--- src/rtl/lathe_seq_pkg.sv ---
// Shared constants for the lathe cycle sequencer: state encodings,
// fault codes and the timer-width helper.
package lathe_seq_pkg;

    localparam logic [2:0] ST_IDLE     = 3'd0;
    localparam logic [2:0] ST_SPINUP   = 3'd1;
    localparam logic [2:0] ST_FEED     = 3'd2;
    localparam logic [2:0] ST_DWELL    = 3'd3;
    localparam logic [2:0] ST_RETRACT  = 3'd4;
    localparam logic [2:0] ST_SPINDOWN = 3'd5;
    localparam logic [2:0] ST_FAULT    = 3'd6;

    localparam logic [2:0] FC_NONE     = 3'd0;
    localparam logic [2:0] FC_NOT_HOME = 3'd1;
    localparam logic [2:0] FC_FEED_TO  = 3'd2;
    localparam logic [2:0] FC_RETR_TO  = 3'd3;
    localparam logic [2:0] FC_ESTOP    = 3'd4;

    // Timer width: enough bits for the longest phase plus one headroom bit.
    function automatic int calc_cnt_w(input int a, input int b, input int c);
        int m;
        m = a;
        if (b > m) m = b;
        if (c > m) m = c;
        return $clog2(m) + 1;
    endfunction

endpackage

--- src/rtl/lathe_cycle_sequencer_timer.sv ---
// Shared phase countdown timer. Reloaded on every state entry, counts down
// on enabled cycles; expiry is "value 1 on an enabled cycle", so a phase
// loaded with N lasts exactly N enabled cycles.
module cycle_timer
    import lathe_seq_pkg::*;
#(
    parameter int CNT_W = 8
) (
    input  logic             clk,
    input  logic             reset,
    input  logic             i_ena,
    input  logic             i_load,
    input  logic [CNT_W-1:0] i_load_val,
    output logic             o_expire
);

    logic [CNT_W-1:0] r_cnt;

    // Load has priority; otherwise count down while enabled, parking at zero.
    always_ff @(posedge clk or posedge reset) begin
        if (reset) begin
            r_cnt <= '0;
        end else if (i_load) begin
            r_cnt <= i_load_val;
        end else if (i_ena && (r_cnt != '0)) begin
            r_cnt <= r_cnt - 1'b1;
        end
    end

    assign o_expire = i_ena && (r_cnt == CNT_W'(1));

endmodule

--- src/rtl/lathe_cycle_sequencer.sv ---
// Machining-cycle controller: spin-up, feed to limit, dwell, retract home,
// spin-down, with latched faults on e-stop, not-home and limit timeouts.
module lathe_cycle_sequencer
    import lathe_seq_pkg::*;
#(
    parameter int SETTLE_CYCLES  = 20,
    parameter int DWELL_CYCLES   = 10,
    parameter int TIMEOUT_CYCLES = 100,
    parameter int CNT_W          = calc_cnt_w(SETTLE_CYCLES, DWELL_CYCLES, TIMEOUT_CYCLES)
) (
    input  logic       clk,
    input  logic       reset,
    input  logic       i_ena,
    input  logic       i_start,
    input  logic       i_stop,
    input  logic       i_estop,
    input  logic       i_fault_clr,
    input  logic       i_lim_fwd,
    input  logic       i_lim_home,
    output logic       o_spindle_on,
    output logic       o_coolant_on,
    output logic       o_feed_fwd,
    output logic       o_feed_rev,
    output logic       o_busy,
    output logic       o_done,
    output logic       o_fault,
    output logic [2:0] o_fault_code,
    output logic [2:0] o_state
);

    localparam logic [CNT_W-1:0] LV_SETTLE  = CNT_W'(SETTLE_CYCLES);
    localparam logic [CNT_W-1:0] LV_DWELL   = CNT_W'(DWELL_CYCLES);
    localparam logic [CNT_W-1:0] LV_TIMEOUT = CNT_W'(TIMEOUT_CYCLES);

    logic [2:0]       r_state;
    logic [2:0]       r_fcode;
    logic             r_abort;
    logic             r_start_q;
    logic             r_done;

    logic [2:0]       w_nxt;
    logic [2:0]       w_fc_nxt;
    logic             w_load;
    logic [CNT_W-1:0] w_load_val;
    logic             w_abort_set;
    logic             w_abort_clr;
    logic             w_done;
    logic             w_expire;
    logic             w_start_edge;
    logic             w_spin_st;

    cycle_timer #(.CNT_W(CNT_W)) u_timer (
        .clk        (clk),
        .reset      (reset),
        .i_ena      (i_ena),
        .i_load     (w_load),
        .i_load_val (w_load_val),
        .o_expire   (w_expire)
    );

    assign w_start_edge = i_start && !r_start_q;

    // Next-state decode: estop > stop > limit switch > timer expiry.
    always_comb begin
        w_nxt       = r_state;
        w_fc_nxt    = r_fcode;
        w_load      = 1'b0;
        w_load_val  = '0;
        w_abort_set = 1'b0;
        w_abort_clr = 1'b0;
        w_done      = 1'b0;
        if (i_estop) begin
            // Acts even with the clock-enable low.
            w_nxt    = ST_FAULT;
            w_fc_nxt = FC_ESTOP;
            w_load   = 1'b1;
        end else if (i_ena) begin
            case (r_state)
                ST_IDLE: begin
                    if (w_start_edge) begin
                        w_load = 1'b1;
                        if (i_lim_home) begin
                            w_nxt      = ST_SPINUP;
                            w_load_val = LV_SETTLE;
                        end else begin
                            w_nxt    = ST_FAULT;
                            w_fc_nxt = FC_NOT_HOME;
                        end
                    end
                end
                ST_SPINUP, ST_FEED, ST_DWELL: begin
                    if (i_stop) begin
                        w_abort_set = 1'b1;
                        w_nxt       = ST_RETRACT;
                        w_load      = 1'b1;
                        w_load_val  = LV_TIMEOUT;
                    end else if (r_state == ST_FEED) begin
                        if (i_lim_fwd) begin
                            w_nxt      = ST_DWELL;
                            w_load     = 1'b1;
                            w_load_val = LV_DWELL;
                        end else if (w_expire) begin
                            w_nxt    = ST_FAULT;
                            w_fc_nxt = FC_FEED_TO;
                            w_load   = 1'b1;
                        end
                    end else if (w_expire) begin
                        w_nxt      = (r_state == ST_SPINUP) ? ST_FEED : ST_RETRACT;
                        w_load     = 1'b1;
                        w_load_val = LV_TIMEOUT;
                    end
                end
                ST_RETRACT: begin
                    if (i_lim_home) begin
                        w_nxt      = ST_SPINDOWN;
                        w_load     = 1'b1;
                        w_load_val = LV_SETTLE;
                    end else if (w_expire) begin
                        w_nxt    = ST_FAULT;
                        w_fc_nxt = FC_RETR_TO;
                        w_load   = 1'b1;
                    end
                end
                ST_SPINDOWN: begin
                    if (w_expire) begin
                        w_nxt       = ST_IDLE;
                        w_load      = 1'b1;
                        w_done      = !r_abort;
                        w_abort_clr = 1'b1;
                    end
                end
                ST_FAULT: begin
                    // Clearing a fault also drops a stale abort so the next
                    // cycle can report completion normally.
                    if (i_fault_clr) begin
                        w_nxt       = ST_IDLE;
                        w_fc_nxt    = FC_NONE;
                        w_load      = 1'b1;
                        w_abort_clr = 1'b1;
                    end
                end
                default: begin
                    w_nxt  = ST_IDLE;
                    w_load = 1'b1;
                end
            endcase
        end
    end

    // State, fault code, abort flag, done pulse and start-edge history.
    always_ff @(posedge clk or posedge reset) begin
        if (reset) begin
            r_state   <= ST_IDLE;
            r_fcode   <= FC_NONE;
            r_abort   <= 1'b0;
            r_start_q <= 1'b0;
            r_done    <= 1'b0;
        end else begin
            r_state <= w_nxt;
            r_fcode <= w_fc_nxt;
            r_done  <= w_done;
            if (w_abort_clr)      r_abort <= 1'b0;
            else if (w_abort_set) r_abort <= 1'b1;
            if (i_ena)            r_start_q <= i_start;
        end
    end

    // Moore decode; motor contactors also drop immediately on e-stop.
    assign w_spin_st    = (r_state == ST_SPINUP) || (r_state == ST_FEED) ||
                          (r_state == ST_DWELL)  || (r_state == ST_RETRACT);
    assign o_spindle_on = w_spin_st && !i_estop;
    assign o_coolant_on = w_spin_st || (r_state == ST_SPINDOWN);
    assign o_feed_fwd   = (r_state == ST_FEED)    && !i_estop;
    assign o_feed_rev   = (r_state == ST_RETRACT) && !i_estop;
    assign o_busy       = (r_state != ST_IDLE) && (r_state != ST_FAULT);
    assign o_done       = r_done;
    assign o_fault      = (r_state == ST_FAULT);
    assign o_fault_code = r_fcode;
    assign o_state      = r_state;

endmodule

--- config.mk ---
export PLATFORM = sky130hd
export DESIGN_NAME = lathe_cycle_sequencer
export DESIGN_NICKNAME = d
export VERILOG_FILES = /design/src/rtl/lathe_seq_pkg.sv /design/src/rtl/lathe_cycle_sequencer_timer.sv /design/src/rtl/lathe_cycle_sequencer.sv
export SDC_FILE = /design/constraint.sdc
export NUM_CORES = 1
export LEC_CHECK = 0
export ABC_AREA = 1
export CAP_MARGIN = 20
export CORE_UTILIZATION = 59
export CTS_BUF_LIST = sky130_fd_sc_hd__clkbuf_4 sky130_fd_sc_hd__clkbuf_8
export DETAILED_ROUTE_END_ITERATION = 8
export PLACE_DENSITY = 0.84
export SLEW_MARGIN = 30
export SYNTH_ARGS = -nofsm -noshare
export SYNTH_HDL_FRONTEND = slang
export SYNTH_SLANG_ARGS = --single-unit
--- constraint.sdc ---
create_clock -name clk -period 2.8 [get_ports clk]
set_input_delay 0.7 -clock clk [delete_from_list [all_inputs] [get_ports clk]]
set_output_delay 0.7 -clock clk [all_outputs]
set_load 0.1 [all_outputs]
==> results.json <==
{
  "cp-end-kind": "primary output",
  "cp.required_ps": 2100,
  "grt_pass1_wl_microns": 5485,
  "fin_util_pct": 78.47,
  "hold_viol": 0,
  "grt_max_degree": 20,
  "drv_cap": 0,
  "die_w_microns": 48.90,
  "rsz0062_at_grt": "no",
  "track_usage_pct": 30.18,
  "fmax_mhz": 398.7,
  "relSlewSlack_pct": 56.33,
  "drt_wl_total_microns": 3256,
  "min-delay-start": "r_abort$_DFFE_PP0P_",
  "first_iter_violations": 90,
  "fin_skew_ps": 5.837,
  "htree_levels": 1,
  "finalNonFillerCells": 241,
  "syn_to_final_growth_pct": 22.28,
  "cp_max_fo": 6,
  "syn_inst": 190,
  "path_clk_slew_ps": 100,
  "syn_area_per_cell_sq_um": 6.829,
  "cts_buffer_depth": 2,
  "drive_gt1_share_pct": 19.63,
  "ys_seq_area_share_pct": 32.79,
  "cts-root-buf": "clkbuf_4",
  "outcome": "finished clean",
  "mostFrequentLayoutCells": "nand2_1 (60), inv_1 (24), nor2_1 (17)",
  "clock_sinks": 17,
  "wl_per_cell_microns": 13.51,
  "slew_viol_final": 0,
  "diodes": 0,
  "drc": 0,
  "ant_nets": 0,
  "cts_buffers": 3,
  "min_path_type": "flip-flop to flip-flop",
  "syn_nets": 202,
  "clock_latency_ps": 310,
  "fin_crit_ps": 2508,
  "grt_pass1_vias": 1262,
  "post-cts-setup-buffers": 0,
  "worstSetupPathType": "input port to primary output",
  "die_area_sq_um": 2391,
  "cp.arrival_ps": 1810,
  "rows": 16,
  "first_pass_iters": 4,
  "gp_congestion": 0.9258,
  "syn_area_sq_um": 1297,
  "setup.worst_path.start_class": "input port",
  "cts_resized": 0,
  "synth_seq_cells": 17,
  "coreArea_sq_um": 2022,
  "start_util_pct": 64.17,
  "place_hpwl_microns": 2534,
  "grt-ovfl-total": 0,
  "portBuffers": 21,
  "r2r-start": "o_state[0]$_DFFE_PP0P_",
  "num_vias": 1349,
  "antenna_found_initial": 0,
  "fin_crit_sh_pct": 89.58,
  "drt-vias-per-instance": 5.598,
  "dpl.cell_count": 237,
  "critPathLaunch": "i_estop",
  "setup_viol": 0,
  "worstMarginPinSlew_ps": 654.4,
  "final_net_count": 227,
  "final_common_cell": "nand2_1",
  "fillCellCount": 150,
  "io_pins": 22,
  "fin_setup_tns_ps": 0,
  "hold_buffers": 0,
  "fp.dieH_microns": 48.90,
  "ys_types": 27,
  "cts_tree": "done",
  "synth_warnings": 0
}
cells by family (layout without fill, tap and decap cells):
group / after synthesis / count (layout) / share of synthesized area (%)
adders and majority gates: 3 / 3 / 2.893
DFF: 17 / 17 / 32.79
xor gates and xnor gates: 4 / 4 / 2.701
and+or+nand+nor: 115 / 115 / 42.04
AOI/OAI and AO/OA: 22 / 22 / 10.03
buffers and inverters: 29 / 53 / 9.547
cell usage after synthesis, drive strengths merged:
cell type	count	area [sq um]
a31oi	2	18.77
xnor2	2	17.52
nor2	24	110.1
dfrtp	17	425.4
inv	26	100.1
o211ai	3	22.52
o21ai	12	60.05
nand4	4	25.02
xor2	2	17.52
buf	3	23.77
ha	3	37.54
nand2	64	255.3
o31a	1	8.760
a21oi	4	20.02
nand3	20	140.1
nor3	3	15.01
metal layers:
layer / track usage [%] / vias to the layer above / share of wire, %
li1: - / 661 / -
met1: 41.83 / 614 / 45
met2: 44.91 / 66 / 45
met3: 6.542 / 8 / 8.0
met4: 13.73 / 0 / 1.8
met5: 0 / - / 0
state kept, by name, summed over array words and instances (netlist names):
name and flops:
u_timer.r_cnt 8, o_state 3, r_start_q 1, r_abort 1, o_fault_code 3, o_done 1
cell type report:
class / instances / area (sq um) / area share (%)
well taps: 27 / 33.78 / 2.129
inverters: 26 / 100.1 / 6.309
clock buffers: 4 / 30.03 / 1.893
multi-input cells: 144 / 765.7 / 48.27
repair buffers: 23 / 230.2 / 14.51
flip-flops and latches: 17 / 426.7 / 26.89
through the flow:
| step | hold slack, ps | worst slack [ps] | instance area (sq um) |
|---|---|---|---|
| floorplan | 408.7 | -25.27 | 1316 |
| global placement | 424.6 | 337.3 | 1556 |
| detailed placement | 425.9 | 299.2 | 1556 |
| CTS | 441.6 | 296.5 | 1587 |
| global route | 491.2 | 228.8 | 1587 |
| finish | 444.4 | 291.7 | 1587 |
critical path, stage by stage:
cell and delay, ps:
clkdlybuf4s50_1 640, inv_1 100, nand2_1 120, inv_1 80
buf_12 170
worst paths after layout:
path                                                 to  slack [ps]  cells after the start
min reg2reg                            o_done$_DFF_PP0_         440                      1
min                                    o_done$_DFF_PP0_         440                      1
max in group asynchronous        o_state[2]$_DFFE_PP0P_        1570                      2
max reg2reg                u_timer.r_cnt[6]$_DFFE_PP0P_         750                     11
max                                        o_spindle_on         290                      5
min in group asynchronous  u_timer.r_cnt[7]$_DFFE_PP0P_         770                      2
Power is left out: the tool's default activity adds up to more than one toggle a clock period on the data nets, which glitch-free logic cannot reach.
